## src/rtl/fu_writeback_unit.sv

```systemverilog
// rtl/fu_writeback_unit.sv - three-FU execute/hold stage with round-robin single-bus writeback
module fu_writeback_unit #(
    parameter int AR_SIZE  = 7,
    parameter int FU_ARRAY = 3,
    parameter int MUL_LAT  = 3
) (
    input  logic                clk,
    input  logic                rstn,
    input  logic [FU_ARRAY-1:0] issue_valid_in,
    input  logic [AR_SIZE-1:0]  rd_in0,
    input  logic [AR_SIZE-1:0]  rd_in1,
    input  logic [AR_SIZE-1:0]  rd_in2,
    input  logic [31:0]         rs1_value_in0,
    input  logic [31:0]         rs1_value_in1,
    input  logic [31:0]         rs1_value_in2,
    input  logic [31:0]         rs2_value_in0,
    input  logic [31:0]         rs2_value_in1,
    input  logic [31:0]         rs2_value_in2,
    input  logic [31:0]         imm_value_in0,
    input  logic [31:0]         imm_value_in1,
    input  logic [31:0]         imm_value_in2,
    input  logic [2:0]          op_in0,
    input  logic [2:0]          op_in2,
    output logic [FU_ARRAY-1:0] fu_ready_out,
    output logic                wb_valid_out,
    output logic [AR_SIZE-1:0]  reg_tag_out,
    output logic [31:0]         reg_value_out
);

    typedef enum logic [1:0] {
        ST_IDLE = 2'd0,
        ST_EXEC = 2'd1,
        ST_HOLD = 2'd2
    } fu_state_t;

    fu_state_t          r_state     [FU_ARRAY];
    fu_state_t          w_state_nxt [FU_ARRAY];
    logic [31:0]        r_result    [FU_ARRAY];
    logic [AR_SIZE-1:0] r_tag       [FU_ARRAY];
    logic [3:0]         r_cnt;
    logic [1:0]         r_rr_ptr;

    logic [AR_SIZE-1:0] w_rd        [FU_ARRAY];
    logic [31:0]        w_res_in    [FU_ARRAY];
    logic [FU_ARRAY-1:0] w_issue_ok;
    logic [FU_ARRAY-1:0] w_req;
    logic               w_grant_valid;
    logic [1:0]         w_grant_idx;
    logic [2:0]         w_sum;
    logic [1:0]         w_cand;
    logic [31:0]        w_alu0;
    logic [31:0]        w_alu2;
    logic [31:0]        w_mul;
    logic               w_unused;

    function automatic logic [31:0] alu_calc(input logic [2:0] op, input logic [31:0] a,
                                             input logic [31:0] b, input logic [31:0] imm);
        case (op)
            3'd0:    return a + b;
            3'd1:    return a - b;
            3'd2:    return a & b;
            3'd3:    return a | b;
            3'd4:    return a ^ b;
            3'd5:    return a << b[4:0];
            3'd6:    return a + imm;
            default: return a | imm;
        endcase
    endfunction

    // FU1 has no immediate operand
    assign w_unused = ^imm_value_in1;

    assign w_alu0 = alu_calc(op_in0, rs1_value_in0, rs2_value_in0, imm_value_in0);
    assign w_alu2 = alu_calc(op_in2, rs1_value_in2, rs2_value_in2, imm_value_in2);
    // product is captured at issue; the EXEC countdown only models multiplier latency
    assign w_mul  = rs1_value_in1 * rs2_value_in1;

    assign w_rd[0]     = rd_in0;
    assign w_rd[1]     = rd_in1;
    assign w_rd[2]     = rd_in2;
    assign w_res_in[0] = w_alu0;
    assign w_res_in[1] = w_mul;
    assign w_res_in[2] = w_alu2;

    // ready flags, accepted issues and writeback requests from registered state
    always_comb begin
        for (int i = 0; i < FU_ARRAY; i++) begin
            fu_ready_out[i] = (r_state[i] == ST_IDLE);
            w_issue_ok[i]   = issue_valid_in[i] && (r_state[i] == ST_IDLE);
            w_req[i]        = (r_state[i] == ST_HOLD);
        end
    end

    // round-robin pick starting at r_rr_ptr
    always_comb begin
        w_grant_valid = 1'b0;
        w_grant_idx   = 2'd0;
        w_sum         = 3'd0;
        w_cand        = 2'd0;
        for (int k = 0; k < FU_ARRAY; k++) begin
            w_sum  = {1'b0, r_rr_ptr} + 3'(k);
            w_cand = (w_sum >= 3'd3) ? 2'(w_sum - 3'd3) : w_sum[1:0];
            if (!w_grant_valid && w_req[w_cand]) begin
                w_grant_valid = 1'b1;
                w_grant_idx   = w_cand;
            end
        end
    end

    // per-FU next state; rd=0 results drop straight back to IDLE
    always_comb begin
        for (int i = 0; i < FU_ARRAY; i++) begin
            w_state_nxt[i] = r_state[i];
            case (r_state[i])
                ST_IDLE: begin
                    if (issue_valid_in[i]) begin
                        if (i == 1)
                            w_state_nxt[i] = ST_EXEC;
                        else if (w_rd[i] != '0)
                            w_state_nxt[i] = ST_HOLD;
                    end
                end
                ST_EXEC: begin
                    if (r_cnt <= 4'd1)
                        w_state_nxt[i] = (r_tag[i] != '0) ? ST_HOLD : ST_IDLE;
                end
                ST_HOLD: begin
                    if (w_grant_valid && (w_grant_idx == 2'(i)))
                        w_state_nxt[i] = ST_IDLE;
                end
                default: w_state_nxt[i] = ST_IDLE;
            endcase
        end
    end

    // state register
    always_ff @(posedge clk or negedge rstn) begin
        if (!rstn) begin
            for (int i = 0; i < FU_ARRAY; i++)
                r_state[i] <= ST_IDLE;
        end else begin
            for (int i = 0; i < FU_ARRAY; i++)
                r_state[i] <= w_state_nxt[i];
        end
    end

    // result capture, multiplier countdown, arbiter pointer and registered broadcast
    always_ff @(posedge clk or negedge rstn) begin
        if (!rstn) begin
            for (int i = 0; i < FU_ARRAY; i++) begin
                r_result[i] <= '0;
                r_tag[i]    <= '0;
            end
            r_cnt         <= 4'd0;
            r_rr_ptr      <= 2'd0;
            wb_valid_out  <= 1'b0;
            reg_tag_out   <= '0;
            reg_value_out <= '0;
        end else begin
            for (int i = 0; i < FU_ARRAY; i++) begin
                if (w_issue_ok[i]) begin
                    r_result[i] <= w_res_in[i];
                    r_tag[i]    <= w_rd[i];
                end
            end
            if (w_issue_ok[1])
                r_cnt <= 4'(MUL_LAT);
            else if ((r_state[1] == ST_EXEC) && (r_cnt != 4'd0))
                r_cnt <= r_cnt - 4'd1;
            if (w_grant_valid) begin
                wb_valid_out  <= 1'b1;
                reg_tag_out   <= r_tag[w_grant_idx];
                reg_value_out <= r_result[w_grant_idx];
                r_rr_ptr      <= (w_grant_idx == 2'd2) ? 2'd0 : w_grant_idx + 2'd1;
            end else begin
                wb_valid_out  <= 1'b0;
                reg_tag_out   <= '0;
                reg_value_out <= '0;
            end
        end
    end

endmodule
```

## config.mk

```make
export PLATFORM = sky130hd
export DESIGN_NAME = fu_writeback_unit
export DESIGN_NICKNAME = d
export VERILOG_FILES = /design/src/rtl/fu_writeback_unit.sv
export SDC_FILE = /design/constraint.sdc
export NUM_CORES = 2
export LEC_CHECK = 0
export CORE_UTILIZATION = 53
export CTS_BUF_LIST = sky130_fd_sc_hd__clkbuf_4 sky130_fd_sc_hd__clkbuf_8
export CTS_CLUSTER_DIAMETER = 200
export DETAILED_ROUTE_END_ITERATION = 10
export PLACE_DENSITY = 0.78
export SLEW_MARGIN = 15
export SYNTH_ARGS = -nofsm -noshare
export SYNTH_HDL_FRONTEND = slang
export SYNTH_SLANG_ARGS = --single-unit
```

## constraint.sdc

```tcl
create_clock -name clk -period 2.6 [get_ports clk]
set_clock_uncertainty 0.1 [all_clocks]
set_input_delay 0.78 -clock clk [delete_from_list [all_inputs] [get_ports clk]]
set_output_delay 0.78 -clock clk [all_outputs]
set_load 0.03 [all_outputs]
```

After elaboration in Yosys (flattened, before gate mapping) --
Index checks and enable logic that the tools add are counted.
Word-level totals: bits in registers 169, output and inout bits 43, bits of input ports 320, word-level logic and storage cells 151
Cells by class: add/subtract/negate cells 13, $mul 1, shift-type cells 2, $lt $le $gt $ge 8, reductions and logical operators 27, equality and inequality tests 31, bitwise gates (word level) 9, mux-type cells 46
Operator list (number):
- $pmux 32 s7 | 2
- $add 32x32->32 | 4
- $or 32x32->32 | 4
- $mux 32 | 3
- $and 32x32->32 | 2
- $bmux 32 s2 | 1
- $shl 32x5->32 | 2
- $sub 32x32->32 | 2
- $xor 32x32->32 | 2
- $mux 2 | 21
- $reduce_bool 7->1 | 5
- $mul 32x32->32 | 1
- $mux 7 | 3
- $eq 3x3->1 const B | 6
- $pmux 2 s3 | 3
- $bmux 7 s2 | 1
- $eq 3x2->1 const B | 4
- $ne 2x2->1 const B | 6
- $ne 2x1->1 const B | 5
- $logic_and 1x1->1 | 9
- $lt 2x3->1 const B | 3
- $eq 2x1->1 const B | 4
- $eq 2x2->1 const B | 4
- $logic_not 2->1 | 4
- 20 further kinds | 36

Depth between registers and ports, before layout --
word-level depth 16, mapped depth 26, mapped depth without buffers 25

Least setup slack after synthesis --
No wires, ideal clock.
path kind in2reg, from in rs1_value_in1[12], to reg r_result[57] in the netlist's numbering, buffers on the path 2, library setup time 133 ps, arrival 7173 ps, slack -4806 ps, data required time 2367 ps, cell stages on the path 25, cell sequence clkbuf_1 -> clkbuf_1 -> and2_1 -> fa_1 -> fa_1 -> fa_1 -> inv_1 -> fa_1 -> inv_1 -> fa_1 -> inv_1 -> fa_1 -> inv_1 -> fa_1 -> fa_1 -> ha_1 -> a2111oi_0 -> o21ai_0 -> o21ai_0 -> nand4_1 -> a31oi_1 -> o21bai_1 -> a21oi_1 -> xor2_1 -> o21ai_0
Between the ends: cells in the longest elaborated chain, start to end 1
RTL lines:
- start: declaration | line 14 | input logic [31:0] rs1_value_in1,
- $mul 32x32->32 | line 76 | assign w_mul = rs1_value_in1 * rs2_value_in1;
- end signal: indexed assignment | line 162 | r_result[i] <= w_res_in[i];
- end: declaration | line 38 | logic [31:0] r_result [FU_ARRAY];
No other way between the ends. A chain may end at the register's enable or synchronous reset.

Worst setup path in the final report --
from in rs2_value_in1[8], to reg r_result[61] in the netlist's numbering
Between the ends: cells in the longest elaborated chain, start to end 1
RTL lines:
- start: declaration | line 17 | input logic [31:0] rs2_value_in1,
- $mul 32x32->32 | line 76
No other way between the ends.

==> impl_results.md <==
* Fmax at 130 MHz
* Clk sinks at around 170
* CTS tree: yes
* Area delta synth->final at 51.3%
* Die ar. at approximately 0.065 mm2
* ANT nets after route at 0
* Crit path DAT at 7930 ps
* Setup crit start kind: input pin
* Crit share post-route at 2.95
* H-tree levels at 4
* CP dominant cell by count: fa_1
* CTS clk-pin slew, worst paths at about 120 ps
* Worst Path Max Fanout at 6
* CP peak stage delay at 670 ps
* Final Wtd Congestion at roughly 1
* Rel. slew slack at 0.339
* IO Port Bufs at 330
* Chip height at 256 um
* Largest net degree at the start of global routing at 61
* Syn Nets at 4962
* Failing checks: design-rule violations, negative setup slack
* Worst Path Buf+Inv at 7
* FF+latch count, synth at 167
* WL final at 160000 um
* Antenna violations before repair at 9
* Async set or reset register ratio after synthesis at 1.00
* RSZ-0062 raised after global routing: true
* GRT Overall Usage at 0.444
* Hold Path Class: input pin to async pin
* Post-layout nets at 6135
* Fillers at 3579
* Share of cells above drive strength 1 at 0.376
* Syn Area/Cell at 8.59 um2
* Total grt overflow at 0
* Design area at around 0.052 mm2
* Kind of critical path: input pin to register
* Wire per inst at between 20 and 30 um
* Top Family by Delay on Critical Path: adder cells
* Post-detail-place hpwl at 106000 um
* Crit-path slowest cell: fa_2
* Area contributors post-synth: fa_1 (24%), dfrtp_1 (12%), ha_1 (9.4%)
* Max Cap Viol at 0
* Placed instance area at 0.0459 mm2
* Final Critical Period at 7670 ps
* Core area at ~0.063 mm2
* Slew Viols, Final at 0
* Root Buffer: clkbuf_8
* Via density at roughly 6.5
* Final Hold Vio Count at 0
* Clk_lat worst skew at 490 ps
* Top-area cell type share of the netlist area at 0.240
* Prevailing post-synth register cell: dfrtp_1
* Setup ws final at -5070 ps
* Vias at about 40k
* CP required at 2860 ps
* Initial Util at 0.539
* Most instantiated cells after synthesis: nand2_1 (520), inv_1 (456), fa_1 (410)
* Worst-Margin Slew at 988 ps
* CP Capture Type: register
* Maximum clock path buffer count at 2
* Synth area leader: fa_1
* Total CTS buffers at 17
* Status: finished, violations left
* Placed insts at 5812
* DR pass1 iterations at 11
* Ys Warns at 0
* DR iter-0 viols at 5387
* Synth cell types at 77
* Vias in the first global route at 39.2k
* First-pass GRT wire length at 225000 um
* FF-to-FF path depth at 11
* Number of synthesized flops with an enable pin at 0
* # IOs at 363
* WP depth at 25
* Die width at about 260 um
* Seq/Total Area, Yosys at 0.122
* Row cnt at 92
* Final setup viols at 90
* Final routed DRC violation total at 4
* Cts hold-fix bufs at 0
* Final non-filler cell total at 6016
* Mapped Area at 0.0341 mm2
* Most common cell in the netlist: nand2_1
* Cell count after synthesis at 3975
-- repair_timing --
action                     CTS  global route
pin swaps                  416           324
buffers inserted           128            61
hold endpoints to repair     0             0
cloned                      14             0
gates resized for setup    835           323
setup endpoints to repair   97           111
-- worst reg2reg max path, delay by kind of cell (launching register included) --
family	cells	cell delay (ps)
AND/OR/NAND/NOR	3	370
flip-flops	1	370
adder cells (fa/ha/maj)	2	490
buffers and inverters	4	490
AO/OA/AOI/OAI	2	670
-- flip-flops by register name, summed over array words and instances, names as in the netlist --
name / count
reg_value_out: 32
reg_tag_out: 7
r_cnt: 4
r_tag: 21
wb_valid_out: 1
r_result: 96
r_state: 4
r_rr_ptr: 2
-- per-stage QoR --
stage	worst slack, ps	util	hold slack, ps	TNS [ps]
4_1_cts	-4320	0.788	109	-182000
2_1_floorplan	-4490	-	338	-195020
3_5_place_dp	-5280	0.724	364	-268350
3_3_place_gp	-5190	0.724	362	-263690
5_1_grt	-5220	0.815	117	-206570
6_report	-5070	0.816	98.5	-198550
-- cell type report --
| class | count | area (um2) | share of cell area |
|---|---|---|---|
| multi-input cells | 3095 | 31500 | 0.610 |
| repair buffers | 1407 | 12700 | 0.246 |
| flip-flops and latches | 167 | 4180 | 0.0809 |
| inverters | 460 | 1770 | 0.0344 |
| well taps | 846 | 1060 | 0.0205 |
| clock buffers | 18 | 241 | 0.00468 |
| clock inverters | 14 | 151 | 0.00293 |
| diodes | 9 | 22.5 | 0.000436 |
-- cell families after synthesis --
| logic type | count (synthesis) | synth area share |
|---|---|---|
| DFF | 167 | 0.122 |
| muxes | 155 | 0.0662 |
| and+or+nand+nor | 1285 | 0.186 |
| buffers and inverters | 713 | 0.0788 |
| adders and majority gates | 669 | 0.335 |
| xor gates and xnor gates | 138 | 0.0354 |
| AOI/OAI and AO/OA | 848 | 0.176 |
-- per-layer routing --
layer  up-vias  track usage  wire [um]
li1      16000            -          -
met1     18700        0.567      54300
met2      3431        0.695      69700
met3      1114        0.106      22000
met4         6        0.243      13900
met5         -            0         75
-- worst paths after layout --
path	endpoint	slack, ps	start
min	r_result[5]	100	rstn
max reg2reg	reg_value_out[31]	20	r_rr_ptr[0]
min in group clk	r_tag[20]	400	r_tag[20]
max in group asynchronous	r_result[52]	1580	rstn
min reg2reg	r_tag[20]	400	r_tag[20]
max	r_result[61]	-5070	rs2_value_in1[8]
-- cells in the final DEF (no fill, tap or decap), types with 81 or more instances in the layout --
| cell | n |
|---|---|
| a21oi_1 | 94 |
| and2_1 | 318 |
| buf_4 | 880 |
| buf_6 | 150 |
| clkdlybuf4s50_1 | 239 |
| dfrtp_1 | 167 |
| fa_1 | 342 |
| ha_1 | 173 |
| inv_1 | 404 |
| nand2_1 | 484 |
| nor2_1 | 111 |
| o21ai_0 | 81 |
Power is not shown: default switching activity piles up to over one toggle a cycle in this logic, so the estimate is an artifact.
